File: config.mk
export PLATFORM = sky130hd
export DESIGN_NAME = line_3_buffer_ctrl
export DESIGN_NICKNAME = d
export VERILOG_FILES = /design/src/rtl/line_3_buffer_ctrl.sv
export SDC_FILE = /design/constraint.sdc
export NUM_CORES = 1
export LEC_CHECK = 0
export BUFFER_PORTS_ARGS = -buffer_cell sky130_fd_sc_hd__buf_2
export CAP_MARGIN = 20
export CORE_UTILIZATION = 54
export CTS_BUF_LIST = sky130_fd_sc_hd__clkbuf_2
export CTS_CLUSTER_DIAMETER = 80
export CTS_CLUSTER_SIZE = 10
export DETAILED_ROUTE_END_ITERATION = 8
export HOLD_SLACK_MARGIN = 0.03
export PLACE_DENSITY = 0.78
export SLEW_MARGIN = 15
export SYNTH_ARGS = -nofsm -noshare
export SYNTH_HDL_FRONTEND = slang
export SYNTH_SLANG_ARGS = --single-unit
File: constraint.sdc
create_clock -name clk -period 2.1 [get_ports clk]
set_input_delay 0.315 -clock clk [delete_from_list [all_inputs] [get_ports clk]]
set_output_delay 0.315 -clock clk [all_outputs]
set_load 0.005 [all_outputs]
File: src/rtl/line_3_buffer_ctrl.sv
// Frame sequencer for the 3-row line buffer: clear, admit H rows spaced by GAP, flag 3-row windows.
// Latency: lb_valid_o same cycle as transfer; win_valid_o / done_o one cycle after the transfer.
// Backpressure: row_ready_o only in LOAD; upstream may hold off indefinitely, no row lost or duplicated.
// Optional feature: define LB_CTRL_ABORT_EN to add abort_i (frame abort back to IDLE with buffer clear).
module line_3_buffer_ctrl #(
    parameter int H   = 24,
    parameter int GAP = 4
) (
    input  logic       clk,
    input  logic       resetn,
    input  logic       start,
    input  logic       row_valid_i,
`ifdef LB_CTRL_ABORT_EN
    input  logic       abort_i,
`endif
    output logic       row_ready_o,
    output logic       lb_valid_o,
    output logic       lb_resetn_o,
    output logic       win_valid_o,
    output logic [7:0] win_row_o,
    output logic [1:0] rot_o,
    output logic       busy_o,
    output logic       done_o
);

    typedef enum logic [2:0] {
        IDLE  = 3'd0,
        CLEAR = 3'd1,
        LOAD  = 3'd2,
        WAIT  = 3'd3,
        DONE  = 3'd4
    } state_t;

    localparam logic [7:0] H_LAST   = 8'(H);
    localparam logic [3:0] GAP_LOAD = 4'(GAP - 1);

    state_t     state_q, state_d;
    logic [7:0] cnt_q, cnt_d;
    logic [3:0] gap_q, gap_d;
    logic [1:0] rot_q, rot_d;
    logic       win_vld_q, win_vld_d;
    logic [7:0] win_row_q, win_row_d;
    logic       done_q, done_d;
    logic       lbrst_q, lbrst_d;

    logic       abort;
    logic       xfer;
    logic [7:0] cnt_inc;

`ifdef LB_CTRL_ABORT_EN
    // Abort only matters while a frame is actively sequencing rows.
    assign abort = abort_i && (state_q == CLEAR || state_q == LOAD || state_q == WAIT);
`else
    assign abort = 1'b0;
`endif

    // Abort suppresses ready so a colliding row is never written.
    assign row_ready_o = (state_q == LOAD) && !abort;
    assign xfer        = row_valid_i && row_ready_o;
    assign lb_valid_o  = xfer;
    assign cnt_inc     = cnt_q + 8'd1;

    assign lb_resetn_o = lbrst_q;
    assign win_valid_o = win_vld_q;
    assign win_row_o   = win_row_q;
    assign rot_o       = rot_q;
    assign busy_o      = (state_q != IDLE);
    assign done_o      = done_q;

    // Next-state and registered-output logic for the frame sequencer.
    always_comb begin
        state_d   = state_q;
        cnt_d     = cnt_q;
        gap_d     = gap_q;
        rot_d     = rot_q;
        win_vld_d = 1'b0;
        win_row_d = win_row_q;
        done_d    = 1'b0;
        lbrst_d   = 1'b1;
        case (state_q)
            IDLE: begin
                if (start) begin
                    // Clear strobe and counter reset land on the same edge we enter CLEAR.
                    state_d = CLEAR;
                    lbrst_d = 1'b0;
                    cnt_d   = 8'd0;
                    rot_d   = 2'd0;
                end
            end
            CLEAR: begin
                state_d = LOAD;
            end
            LOAD: begin
                if (xfer) begin
                    cnt_d = cnt_inc;
                    rot_d = (rot_q == 2'd2) ? 2'd0 : rot_q + 2'd1;
                    if (cnt_inc >= 8'd3) begin
                        win_vld_d = 1'b1;
                        win_row_d = cnt_inc - 8'd3;
                    end
                    if (cnt_inc == H_LAST) begin
                        state_d = DONE;
                        done_d  = 1'b1;
                    end else begin
                        state_d = WAIT;
                        gap_d   = GAP_LOAD;
                    end
                end
            end
            WAIT: begin
                if (gap_q == 4'd0) begin
                    state_d = LOAD;
                end else begin
                    gap_d = gap_q - 4'd1;
                end
            end
            DONE: begin
                state_d = IDLE;
            end
            default: begin
                state_d = IDLE;
            end
        endcase
        if (abort) begin
            state_d   = IDLE;
            lbrst_d   = 1'b0;
            win_vld_d = 1'b0;
            done_d    = 1'b0;
        end
    end

    // State register; the line-buffer clear is held asserted throughout reset.
    always_ff @(posedge clk or negedge resetn) begin
        if (!resetn) begin
            state_q   <= IDLE;
            cnt_q     <= 8'd0;
            gap_q     <= 4'd0;
            rot_q     <= 2'd0;
            win_vld_q <= 1'b0;
            win_row_q <= 8'd0;
            done_q    <= 1'b0;
            lbrst_q   <= 1'b0;
        end else begin
            state_q   <= state_d;
            cnt_q     <= cnt_d;
            gap_q     <= gap_d;
            rot_q     <= rot_d;
            win_vld_q <= win_vld_d;
            win_row_q <= win_row_d;
            done_q    <= done_d;
            lbrst_q   <= lbrst_d;
        end
    end

endmodule

# Word level (Yosys, flattened, before mapping)
# Cells that the tools add are included.
[totals]
elab_cells = 57
ff_bits = 28
out_inout_bits = 16
[op_classes]
eq_ne = 10
n_lt_le_gt_ge = 1
add_sub_neg = 4
n_mux = 24
reduce_logical = 10
[op_table]
columns = ["op", "n"]
rows = [
  ["8-bit 2-to-1 mux", 2],
  ["8-bit one-hot mux with 2 select lines", 1],
  ["3-bit 2-to-1 mux", 4],
  ["4-bit 2-to-1 mux", 3],
  ["3-bit one-hot mux with 4 select lines", 1],
  ["3-bit AND reduction", 3],
  ["8-bit by 1-bit adder with 8-bit output, second input constant", 1],
  ["8-bit by 5-bit == test with 1-bit output, second input constant", 1],
  ["8-bit by 2-bit >= comparator with 1-bit output, second input constant", 1],
  ["1-bit 2-to-1 mux", 8],
  ["2-bit != test, second input constant", 4],
  ["4-bit one-hot mux with 2 select lines", 1],
  ["8-bit by 2-bit subtractor with 8-bit output, second input constant", 1],
  ["3-bit by 2-bit == test with 1-bit output, second input constant", 2],
  ["2-bit 2-to-1 mux", 3],
  ["4-bit zero test", 1],
  ["2-bit one-hot mux with 2 select lines", 1],
  ["4-bit AND reduction", 1],
  ["2-bit nonzero test", 2],
  ["4-bit by 1-bit subtractor with 4-bit output, second input constant", 1],
  ["3-bit by 1-bit == test with 1-bit output, second input constant", 1],
  ["3-bit zero test", 1],
  ["3-bit nonzero test", 1],
  ["2-bit by 1-bit adder with 2-bit output, second input constant", 1],
  ["3 further kinds", 3],
]

# Longest topological paths before layout
# Gate-level depths: netlist of the first run.
[depth]
depth_word = 5
ltp_mapped = 7

# Least setup slack after synthesis of the first run
# OpenSTA, ideal clock, no wires.
[synth_path]
path_type = "register -> register"
startpoint = "register cnt_q[1]"
endpoint = "register win_row_q[0], in the netlist win_row_o[0]"
stages_incl_launch_ff = 7
setup_time_ps = 128
path_slack_ps = 56
arrival_ps = 1917
path_buffers = 1
path_cell_list = "dfrtp_1 > ha_1 > or4_4 > buf_6 > a21oi_2 > a21oi_4 > mux2_1"
[synth_between]
elab_chain_len = 3
[synth_lines]
columns = ["element", "line_no", "source"]
rows = [
  ["start, declared", "38", "logic [7:0] cnt_q, cnt_d;"],
  ["start signal, assigned", "145", "cnt_q <= cnt_d;"],
  ["8-bit by 1-bit adder with 8-bit output", "61", "assign cnt_inc = cnt_q + 8'd1;"],
  ["8-bit by 2-bit >= comparator with 1-bit output", "97", "if (cnt_inc >= 8'd3) begin"],
  ["3-bit AND reduction (no line)", "--", ""],
  ["end signal, assigned", "149", "win_row_q <= win_row_d;"],
  ["end, declared", "42", "logic [7:0] win_row_q, win_row_d;"],
]
# No other way between the ends.
# A chain may end at the register's enable or synchronous reset.

# Worst setup path in the final report of the first run
[layout_path]
startpoint = "register cnt_q[0]"
endpoint = "register win_row_q[4], in the netlist win_row_o[4]"
[layout_between]
elab_chain_len = 3
[layout_lines]
columns = ["element", "line_no"]
rows = [
  ["8-bit by 1-bit adder with 8-bit output *", "61"],
  ["8-bit by 2-bit >= comparator with 1-bit output", "97"],
  ["3-bit AND reduction (no line)", "--"],
]
# Every way passes the cells marked *; elsewhere a longest branch is shown, timed or not.

==> results of run 1 <==
-- cell usage in the layout, fill, tap and decap left out, types with 6 or more instances in the layout --
cell / n
buf_2: 19
nand2_1: 19
dfrtp_1: 26
buf_4: 11
mux2_1: 6
inv_1: 6
o21ai_0: 12
xor2_1: 7
a21oi_1: 8
nor2_1: 10
-- repair_timing --
action | CTS | global route
hold endpoints to repair | 28 | 0
endpoints found under the setup margin | 0 | 10
hold buffers | 1 | 0
gates resized for setup | 0 | 7
setup buffers | 0 | 2
-- worst register-to-register path, cell delays in order, from the launching register on --
cell       delay [ns]
dfrtp_1          0.45
ha_1             0.25
and3_1           0.17
o2111ai_2        0.26
nand2_1          0.16
a21oi_4          0.31
mux2_1           0.36
-- sequential cells by signal (all words and copies together) (netlist names) --
| register | count |
|---|---|
| cnt_q | 8 |
| done_o | 1 |
| gap_q | 4 |
| lb_resetn_o | 1 |
| rot_o | 2 |
| state_q | 3 |
| win_row_o | 8 |
| win_valid_o | 1 |
-- power groups by stage --
stage / combinational, mW / sequential, mW / clock (mW)
detailed placement: 1.20 / 0.863 / 0
CTS: 1.20 / 0.852 / 0.212
finish: 1.24 / 0.856 / 0.199
global placement: 1.16 / 0.849 / 0
global route: 1.38 / 0.879 / 0.217
floorplan: 0.891 / 0.847 / 0
-- final cells by class --
type	instances	area [µm²]	share of cell area, %
clock buffers	3	15.0	0.806
inverters	7	28.8	1.54
multi-input cells	122	886	47.5
well taps	31	38.8	2.08
repair buffers	31	188	10.1
flip-flops and latches	28	703	37.7
clock inverters	1	3.75	0.201
-- stage by stage --
stage                     cells  cell area, µm²
after floorplan             167            1640
after global placement      216            1790
after detailed placement    216            1790
after CTS                   221            1820
after global routing        223            1860
final                       223            1860
-- cells by family (layout without fill, tap and decap cells) --
| kind of cell | after synthesis | after routing | synth area share [%] |
|---|---|---|---|
| muxes | 7 | 7 | 4.72 |
| buffers and inverters | 17 | 42 | 5.17 |
| and+or+nand+nor | 56 | 56 | 17.7 |
| adders and majority gates | 4 | 4 | 3.04 |
| AOI/OAI and AO/OA | 44 | 44 | 20.9 |
| xor gates and xnor gates | 11 | 11 | 5.86 |
| DFF | 28 | 28 | 42.6 |
-- worst max-delay path by stage --
stage                         startpoint                        to  cells after the start
floorplan           cnt_q[1]$_DFFE_PN0P_  win_row_o[0]$_DFFE_PN0P_                      6
global placement    cnt_q[0]$_DFFE_PN0P_  win_row_o[0]$_DFFE_PN0P_                      5
detailed placement  cnt_q[0]$_DFFE_PN0P_  win_row_o[4]$_DFFE_PN0P_                      5
CTS                 cnt_q[0]$_DFFE_PN0P_  win_row_o[4]$_DFFE_PN0P_                      5
global route        cnt_q[0]$_DFFE_PN0P_      gap_q[0]$_DFFE_PN0P_                      6
finish              cnt_q[0]$_DFFE_PN0P_  win_row_o[4]$_DFFE_PN0P_                      6
-- layer usage --
metal	share of wire [%]	up-vias
met5	0	-
met4	1.1	0
met3	3.8	4
met2	52	38
met1	43	658
li1	-	647
==> metrics list, run 1 <==
- For the pin with the worst max-slew slack, the measured transition is 0.617 ns.
- dfrtp_1 is the most common cell in the netlist.
* Fin crit share: 96.9%
* Share of the synthesized area in the top cell type: a little over two fifths
- The worst hold path was traced through 2 stages.
- TritonCTS created 3 clock buffers.
* Setup slack of the worst register-to-register path: roughly 0.064 ns
- Port buffering added 19 buffers.
- Post-synthesis instance area: between 0.0015 and 0.002 mm²
- Synthesis inferred 28 register bits.
- Dividing the detail-routed wire length by the instance count gives 15.6 µm.
- Initial antenna violation count: 0
- For the worst flop-to-flop path, the logic depth is 6.
- Global routing used approximately 2.3% of the available met3 tracks.
- Effective utilization at floorplan: between 50 and 60%
* Hold/Removal Path Class: in -> reg
* Chip height: 57.2 µm
- The die is 57.2 µm wide.
- Max-cap violations in this run came to 0.
* Met2 Use GR: 38.2%
- The startpoint identified for the worst register-to-register timing path is cnt_q[0]$_DFFE_PN0P_.
* Peak clock frequency supported by timing: between 400 and 500 MHz
* Via count of the first global-routing pass: ~1,300
* Startpoint of the lowest-slack hold path: start
* FFs w/ async S/R, synth: 100%
- The most used flip-flop cell after synthesis is dfrtp_1.
* Clock network power share: ~8.7%
- Hold is met by about 0.12 ns.
- Cell internal power was estimated by the tool at between 1 and 1.5 mW.
* Number of enable-type register cells in the synthesized netlist: 0
* Worst Hold End: lb_resetn_o$_DFF_PN0_
* Path type of the worst setup path: reg -> reg
- The flow ran to the end, but the final reports show violations.
* Sink Count: 28
* Sequential power share: about 37%
- Top cells by area, synth: dfrtp_1 (43%), nand2_1 (4.6%), mux2_1 (4.1%)
* Number of design rule violations left after detail routing: 2
- CTS Root Cell: clkbuf_2
* Shortest period the worst path allows: 2.04 ns
* Final core occ: ~66%
- NetSw: roughly 0.94 mW
- Number of fill cells in the layout: 216
- Die Area: 0.00327 mm²
* Clock H-tree levels: 1
- Of all nets on the critical path, the largest fanout is 8.
- Leakage component of the power: around 0.82 nW
- Row generation in the floorplan step produced 19 rows.
- During synthesis, Yosys emitted a total of 0 warnings.
- Worst path arrival time: ~2.3 ns
- For met1 alone, demand over resource in global routing was between 30% and 40%.
- The worst register-to-register path ends at win_row_o[4]$_DFFE_PN0P_.
* Number of nets still failing antenna checks after routing: 0
- For this run, the slowest stage of the critical path takes 0.45 ns.
- Clock insertion delay at the later pin of the skew report: about 0.36 ns
- Worst ir drop on vdd: about 0.75 mV
- Final hold viol count: 0
- Net switching is 41.1% of the power.
- Setup repair after global routing could not meet its margin everywhere.
* Sum of overflow across all layers after global routing: 0
* Bufs on Longest Clock Path: 2
- Combinational cells account for a little over half of the total power.
* Worst setup skew after layout: 0.00275 ns
* Final total power: 2.29 mW
- CP cell instances: ha_1 > and3_1 > o2111ai_2 > nand2_1 > a21oi_4 > mux2_1
* Layout cells sized above 1: approximately a quarter
* TritonCTS clock tree: done
- At the worst endpoint, the required time is 2.38 ns.
- When the netlist entered floorplanning its net count stood at between 150 and 200.
- At the placement stage, the worst setup path has a slack of slightly below 0.05 ns.
- Counting distinct cell types in the post-synthesis netlist gives 50.
- Yosys top cell by area: dfrtp_1
* Clk slew on worst S/H paths: between 0.2 and 0.3 ns
* Sum of negative setup slack: 0 ns
* Critical-path cell with the highest stage delay: dfrtp_1
- Vias per cell: ~6.0
- The worst setup path is captured at a flop.
- Growth of design area from synthesis to finish: 13.3%
* Aggregate routed wire length: approximately 3.5 mm
- Count of inserted antenna diode cells: 0
- Share of synthesized area occupied by flip-flops and latches: 42.6%
- Once routing completed, OpenROAD measured the worst setup slack at 0.0643 ns.
- Finish-stage setup viols: 0
- TritonRoute pass-1 iters: 6
- The HPWL after detailed placement is 2.55 mm.
- Syn_area_per_cell: around 10 µm²
- Worst-case headroom to the max-slew limit: 58.8%
* Busiest layer in global routing: met2
- The first global-routing pass estimated 5.83 mm of wire.
- Pin count of the biggest net entering global routing: 29
- The number of buffers and inverters on the critical path is 0.
- The number of max-slew violations in the final report came to 0.
- Post-synthesis instance total: 167
- For this design the ratio of total power to cell area is about 1200 mW/mm².
- First DRT Iteration DRCs: between 50 and 60
* Final weighted congestion of routability-driven global placement: approximately 0.89
- Area of the placeable core: about 0.0028 mm²
- The worst setup path is launched from a flop.
* Total number of vias: 1,347
- GRT Total Usage: a little under a quarter
* Ports placed on the boundary: 20
- Final #Nets: around 200
- Among cell families on the critical path, the largest total delay comes from compound AO/OA/AOI/OAI gates.
* Ranking of synthesized cells by instance count: dfrtp_1 (28), nand2_1 (20), o21ai_0 (12), nor2_1 (10), a21oi_1 (8)
* Violations in the final reports: DRC
Note: power is estimated with default switching activity, not from simulation.
==> run 2, diff against run 1 <==
--- a/config.mk
+++ b/config.mk
@@ -7,6 +7,7 @@
 export LEC_CHECK = 0
 export BUFFER_PORTS_ARGS = -buffer_cell sky130_fd_sc_hd__buf_2
 export CAP_MARGIN = 20
+export CORE_MARGIN = 1.5
 export CORE_UTILIZATION = 54
 export CTS_BUF_LIST = sky130_fd_sc_hd__clkbuf_2
 export CTS_CLUSTER_DIAMETER = 80
==> run 2 against run 1 <==
  * Combinational power about the same
  * Sequential power up 0.9%
  * The run now ends clean
  * Via count down 1.3%
==> metrics list, run 2 (same netlist as run 1, synthesis figures left out) <==
- GR Layer Usage met3: between 2 and 3%
- # Max-Cap Violations: 0
- Worst ir drop on vdd: ~0.81 mV
* Chip height: 58.2 µm
- The worst hold path passes through 2 cells.
* Clk slew on worst S/H paths: around 0.26 ns
* Setup slack of the worst register-to-register path: between 0.04 and 0.05 ns
- Aggregate routed wire length: around 3.5 mm
- Pin count of the biggest net entering global routing: 29
- Total number of vias: ~1,300
- Number of cells traversed by the worst register-to-register path: 5
- The tree is rooted in a clkbuf_2.
* Fin crit share: between 90% and 100%
- First DRT Iteration DRCs: 52
- The flow ran to the end, and the final reports show no timing, DRC or antenna violations.
* Final weighted congestion of routability-driven global placement: ~0.9
* Commonest cells after routing, fill and taps aside: dfrtp_1 (25), nand2_1 (19), buf_2 (19), o21ai_0 (12), nor2_1 (10)
- Die outline width: 58.2 µm
* Peak clock frequency supported by timing: slightly below 500 MHz
- Worst Tran Pin Value: 0.630 ns
- Along the worst path, the maximum fanout reaches 8.
- The number of global-route vias before repair is between 1,000 and 1,500.
- Pwr Density: roughly 1300 mW/mm²
* Worst setup skew after layout: roughly 0.012 ns
- The die covers about 0.0034 mm².
- The initialized floorplan defines 19 standard-cell rows.
* TritonCTS clock tree: done
- Post-route cell area: 0.00188 mm²
* Hold/Removal Path Class: in -> reg
* Launching element type of the critical path: flop
- Worst-case headroom to the max-slew limit: between 50% and 60%
* Initial antenna violation count: 0
- Sink Count: 28
- In the routed design, unresolved DRC markers number 0.
- TritonCTS created 3 clock buffers.
- Critical-path cell with the highest stage delay: or4_4
- I/O Buffers: 19
- Leakage component of the power: ~0.8 nW
- Startpoint of the lowest-slack register-to-register path: cnt_q[0]$_DFFE_PN0P_
- Cell count after placement: approximately 210
* Final HPWL DP: approximately 2.4 mm
- Subtracting the final worst setup slack from the clock period gives 2.05 ns.
- Of the cells placed in the final design, the portion with a size suffix greater than 1 is between 20% and 30%.
- Met1 global-route usage: roughly 30%
* Vias per cell: just over 6
- Counting along the longest clock path gives a buffer depth of 2.
- Clock H-tree levels: 1
- For this run, the slowest stage of the critical path takes 0.60 ns.
- The placed instances occupy a cell area of roughly 0.0018 mm².
- Once detail routing completed, the nets flagged for antenna violations numbered 0.
* Final #Nets: about 200
- Number of non-filler instances in the completed layout: approximately 220
- Setup repair after global routing missed its margin: true
- The total area inside the core boundary comes to between 0.002 and 0.003 mm².
* Finish-stage setup viols: 0
- Effective utilization at floorplan: ~58%
* Worst Hold End: lb_resetn_o$_DFF_PN0_
- 20 I/O pins were placed.
- Growth of design area from synthesis to finish: 14.5%
* Wire length of the first global-routing pass: ~6 mm
- Final hold viol count: 0
- Busiest layer in global routing: met2
* Startpoint of the lowest-slack hold path: start
- Across every metal layer, demand over resource in global routing totals 23.0%.
- Count of inserted antenna diode cells: 0
* Count of pins over their slew limit: 0
- The first detailed-routing pass took 6 iterations.
- Walking the worst path, the cells encountered are ha_2 > or4_4 > a21oi_2 > a21oi_4 > mux2_1.
- Clock insertion delay at the later pin of the skew report: about 0.37 ns
* Most common library cell in the layout ignoring fill and taps: dfrtp_1
- In this run the critical register-to-register path is captured at win_row_o[0]$_DFFE_PN0P_.
- Crit path capture type: flop
- For this run, global-route usage on met2 was measured as 39.4%.
* Worst path arrival time: roughly 2.3 ns
- Sum of negative setup slack: 0 ns
* Path type of the worst setup path: reg -> reg
- Data on the critical path is required at its endpoint by roughly 2.4 ns.
* Routed wirelength normalized by instance count: roughly 16 µm
* Sum of overflow across all layers after global routing: 0
run 2: power breakdown:
group	switching [mW]	internal [mW]
Clock	0.160	0.164
Sequential	0.151	0.714
Combinational	0.638	0.583
run 2: layout make-up:
type | count | area [µm²]
fillers | 230 | 946
multi-input cells | 122 | 905
flip-flops and latches | 28 | 704
repair buffers | 27 | 161
well taps | 31 | 38.8
clock inverters | 1 | 30.0
inverters | 7 | 28.8
clock buffers | 3 | 15.0
run 2: worst max path at each step:
| stage | start | slack (ns) | end |
|---|---|---|---|
| after global routing | cnt_q[0]$_DFFE_PN0P_ | -0.03 | win_row_o[6]$_DFFE_PN0P_ |
| after CTS | cnt_q[0]$_DFFE_PN0P_ | 0.0002 | win_row_o[0]$_DFFE_PN0P_ |
| after floorplan | cnt_q[1]$_DFFE_PN0P_ | 0.06 | win_row_o[0]$_DFFE_PN0P_ |
| after detailed placement | cnt_q[0]$_DFFE_PN0P_ | 0.05 | win_row_o[0]$_DFFE_PN0P_ |
| after global placement | cnt_q[0]$_DFFE_PN0P_ | 0.10 | win_row_o[1]$_DFFE_PN0P_ |
| final | cnt_q[0]$_DFFE_PN0P_ | 0.05 | win_row_o[0]$_DFFE_PN0P_ |
run 2: per-stage QoR:
| stage | setup slack (ns) | util, % | hold WS [ns] | power, mW |
|---|---|---|---|---|
| 6_report | 0.0453 | 66.6 | 0.0947 | 2.41 |
| 5_1_grt | -0.0333 | 66.6 | 0.0615 | 2.61 |
| 4_1_cts | 0.000197 | 64.7 | 0.0654 | 2.39 |
| 3_5_place_dp | 0.0461 | 62.6 | 0.367 | 2.05 |
| 3_3_place_gp | 0.104 | 62.6 | 0.361 | 1.99 |
| 2_1_floorplan | 0.0558 | - | 0.0194 | 1.74 |
run 2: critical path, delay by kind of cell, from the launching register on:
kind	cells	cell delay, ns
DFF	1	0.45
and+or+nand+nor	1	0.60
muxes	1	0.33
adders and majority gates	1	0.23
AOI/OAI and AO/OA	2	0.36
run 2: metal layers:
metal | wire length [µm] | share of wire (%) | vias up
li1 | - | - | 633
met1 | 1490 | 42 | 657
met2 | 1890 | 53 | 33
met3 | 134 | 3.8 | 6
met4 | 37 | 1.0 | 0
met5 | 0 | 0 | -
run 2: timing repair:
action | in CTS | in global routing
setup buffers | 0 | 0
pin swaps | 0 | 1
endpoints found under the hold margin | 28 | 0
hold buffers | 1 | 0
gates resized for setup | 1 | 12
endpoints found under the setup margin | 1 | 14
==> run 3, diff against run 2 <==
--- a/config.mk
+++ b/config.mk
@@ -13,6 +13,7 @@
 export CTS_CLUSTER_DIAMETER = 80
 export CTS_CLUSTER_SIZE = 10
 export DETAILED_ROUTE_END_ITERATION = 8
+export GPL_TIMING_DRIVEN = 0
 export HOLD_SLACK_MARGIN = 0.03
 export PLACE_DENSITY = 0.78
 export SLEW_MARGIN = 15
==> constraint.sdc (replaced) <==
create_clock -name clk -period 1.72 [get_ports clk]
set_input_delay 0.258 -clock clk [delete_from_list [all_inputs] [get_ports clk]]
set_output_delay 0.258 -clock clk [all_outputs]
set_load 0.05 [all_outputs]
==> run 3 against run 2 <==
  * The flow now finishes with violations (DRC, setup timing)
  * Final area increased by 21%
  * Wire length increased by 27%
  * Via count increased by 11%
  * Sequential share of layout area decreased by 6.6 points
  * Clock power decreased by 21%
  * Global-route usage increased by 1.9 points
  * Non-clock buffer count increased by 26
  * Highest routed layer unchanged
  * Combinational power increased by 130%
  * Die area unchanged
  * Register-to-register slack got worse by 0.31 ns
==> metrics list, run 3 (same netlist as run 1, synthesis figures left out) <==
* Fin crit share: 115%
* NetSw: roughly 1.9 mW
- Total number of vias: about 1,500
* Pin count of the biggest net entering global routing: 29
* Launching element type of the critical path: flop
* Clock insertion delay at the later pin of the skew report: between 0.3 and 0.4 ns
- Clk slew on worst S/H paths: around 0.26 ns
* Aggregate routed wire length: 4.49 mm
- The initial antenna violation count came to 0.
* Ports placed on the boundary: 20
* Bufs on Longest Clock Path: 2
- Worst-path fanout max: 7
- The congestion estimate from routability-driven global placement came to approximately 0.86.
* Clock network power share: between 6 and 7%
- In the final layout, the share of cells above drive strength 1 is a little under half.
- The number of max-slew violations in the final report came to 0.
* First DRT Iteration DRCs: slightly above 80
- In this run the static leakage power is 1.01 nW.
- For this run, the post-layout net count is approximately 220.
* Count of inserted antenna diode cells: 0
- Library cell appearing most often on the critical path: a21oi_4
* Run status: finished with violations
- Once the floorplan was initialized, standard cells occupied 58.1% of the core.
- Crit path capture type: flop
- Startpoint of the lowest-slack hold path: start
- Worst Tran Pin Value: 0.643 ns
- Number of fill cells in the layout: 169
- TritonCTS clock tree: done
- The first global-routing pass estimated ~6.4 mm of wire.
- Startpoint of the lowest-slack register-to-register path: cnt_q[1]$_DFFE_PN0P_
- Sum of negative setup slack: -3.90 ns
* Vias per cell: between 5 and 6
* Area of the placeable core: between 0.002 and 0.003 mm²
* Commonest cells after routing, fill and taps aside: dfrtp_1 (25), buf_4 (20), nand2_1 (18), buf_2 (16), nor2_1 (9)
* Data required time of the worst path: 2.02 ns
- On the final layout, the worst clock skew is around 0.014 ns.
- Via count of the first global-routing pass: 1,414
- Design internal power: 2.15 mW
* # Max-Cap Violations: 0
- For this design, the slowest cell found on the critical path is dfrtp_2.
* Sink Count: 28
- Sum of overflow across all layers after global routing: 0
* Slowest Stage Delay on Critical Path: between 0.4 and 0.5 ns
- Setup repair after global routing could not meet its margin everywhere.
- Chip height: around 58 µm
* Sequential power share: around 26%
* Worst-case headroom to the max-slew limit: 57.2%
- Growth of design area from synthesis to finish: 39.1%
- CP cell instances: ha_4 > or4_4 > a21oi_4 > a21oi_4 > buf_12 > mux2_4
- In the routed design, unresolved DRC markers number 1.
- Setup violations remaining at the end of the flow were counted as 19.
- Number of nets still failing antenna checks after routing: 0
* Comb pwr share: 68.2%
* I/O Buffers: 19
- The smallest clock period supported by the final layout is computed as ~2.0 ns.
- TritonRoute pass-1 iters: 6
* Source of the critical timing path: cnt_q[1]$_DFFE_PN0P_
- In this run switching power makes up 47.4% of total power.
- The library cell used most frequently in the layout, excluding fill and tap cells, is dfrtp_1.
- Die outline width: 58.2 µm
- Power spread over the standard cell area amounts to between 1500 and 2000 mW/mm².
* Die Area: approximately 0.0034 mm²
- After layout, the worst setup slack is -0.264 ns.
- The final reports fail on DRC, setup timing.
- CTS Buf Count: 3
- IR analysis of the VDD net gives a maximum drop of 1.31 mV.
- Final hold viol count: 0
- Placement Rows: 19
- In this run the number of H-tree levels came out at 1.
- Detailed placement finished with a half-perimeter wire length of between 2 and 2.5 mm.
* Peak clock frequency supported by timing: 504 MHz
* Hold/Removal Path Class: in -> reg
- Cells fill 80.8% of the core in the end.
- Worst path arrival time: approximately 2.3 ns
- GRT Total Usage: between 20 and 25%
- Routed wirelength normalized by instance count: between 15 and 20 µm
* Path type of the worst setup path: reg -> reg
* CTS Root Cell: clkbuf_2
run 3: cell types whose count changed in the layout (fill, tap and decap cells not counted), sizes merged:
| cell | delta |
|---|---|
| buf | +23 |
| clkbuf | +4 |
| bufinv | -1 |
run 3: power groups by stage:
stage,sequential [mW],combinational (mW),clock [mW]
after global placement,1.05,2.03,0
after CTS,1.03,2.43,0.264
final,1.04,2.78,0.256
after global routing,1.07,2.94,0.286
after floorplan,1.47,1.28,0
after detailed placement,1.07,2.08,0
run 3: final cells by class:
| type | count | area, µm² | area share (%) |
|---|---|---|---|
| sequential | 28 | 704 | 30.8 |
| buffer | 6 | 65.1 | 2.84 |
| tap | 31 | 38.8 | 1.70 |
| clock buffer | 4 | 20.0 | 0.875 |
| multi-input combinational | 122 | 1050 | 46.0 |
| inverter | 7 | 28.8 | 1.26 |
| timing repair buffer | 47 | 378 | 16.5 |
run 3: through the flow:
step / std cells / power (mW) / hold slack, ns / worst slack [ns] / cell area (µm²)
6_report: 245 / 4.08 / 0.0882 / -0.264 / 2290
4_1_cts: 237 / 3.72 / 0.0513 / -0.181 / 2130
2_1_floorplan: 167 / 2.75 / -0.0376 / -0.307 / 1720
3_3_place_gp: 217 / 3.08 / 0.301 / -0.384 / 1860
3_5_place_dp: 217 / 3.15 / 0.310 / -0.405 / 1860
5_1_grt: 245 / 4.29 / 0.0594 / -0.317 / 2290
run 3: final timing paths:
kind | end | slack, ns | depth (start not counted)
worst max register to register | win_row_o[1]$_DFFE_PN0P_ | -0.26 | 6
max in group asynchronous | cnt_q[0]$_DFFE_PN0P_ | 0.87 | 2
min in group asynchronous | win_row_o[7]$_DFFE_PN0P_ | 0.39 | 2
worst min-delay path | lb_resetn_o$_DFF_PN0_ | 0.09 | 2
worst min register to register | rot_o[0]$_DFFE_PN0P_ | 0.53 | 1
worst max-delay path | win_row_o[1]$_DFFE_PN0P_ | -0.26 | 6
run 3: worst max-delay path, delay by kind of cell (launching register included):
kind / cells / cell delay (ns)
compound gates: 2 / 0.31
fa+ha+maj: 1 / 0.18
buf+inv: 1 / 0.15
flops: 1 / 0.49
mux: 1 / 0.30
simple gates: 1 / 0.49
run 3: what timing repair did:
| item | CTS | global route |
|---|---|---|
| resized for setup | 31 | 20 |
| hold buffers | 1 | 0 |
| endpoints found under the setup margin | 19 | 21 |
| hold endpoints to repair | 28 | 0 |
| pin swaps | 13 | 7 |
| buffers inserted | 17 | 11 |
run 3: metal layers:
layer  share of wire (%)  wire, µm  track usage (%)  up-vias
met3                 2.4       107             2.23        5
met1                  40      1800             31.6      752
met2                  56      2540             43.7       22
met4                0.94        42             9.63        0
met5                   0         0                0        -
li1                    -         -                -      690
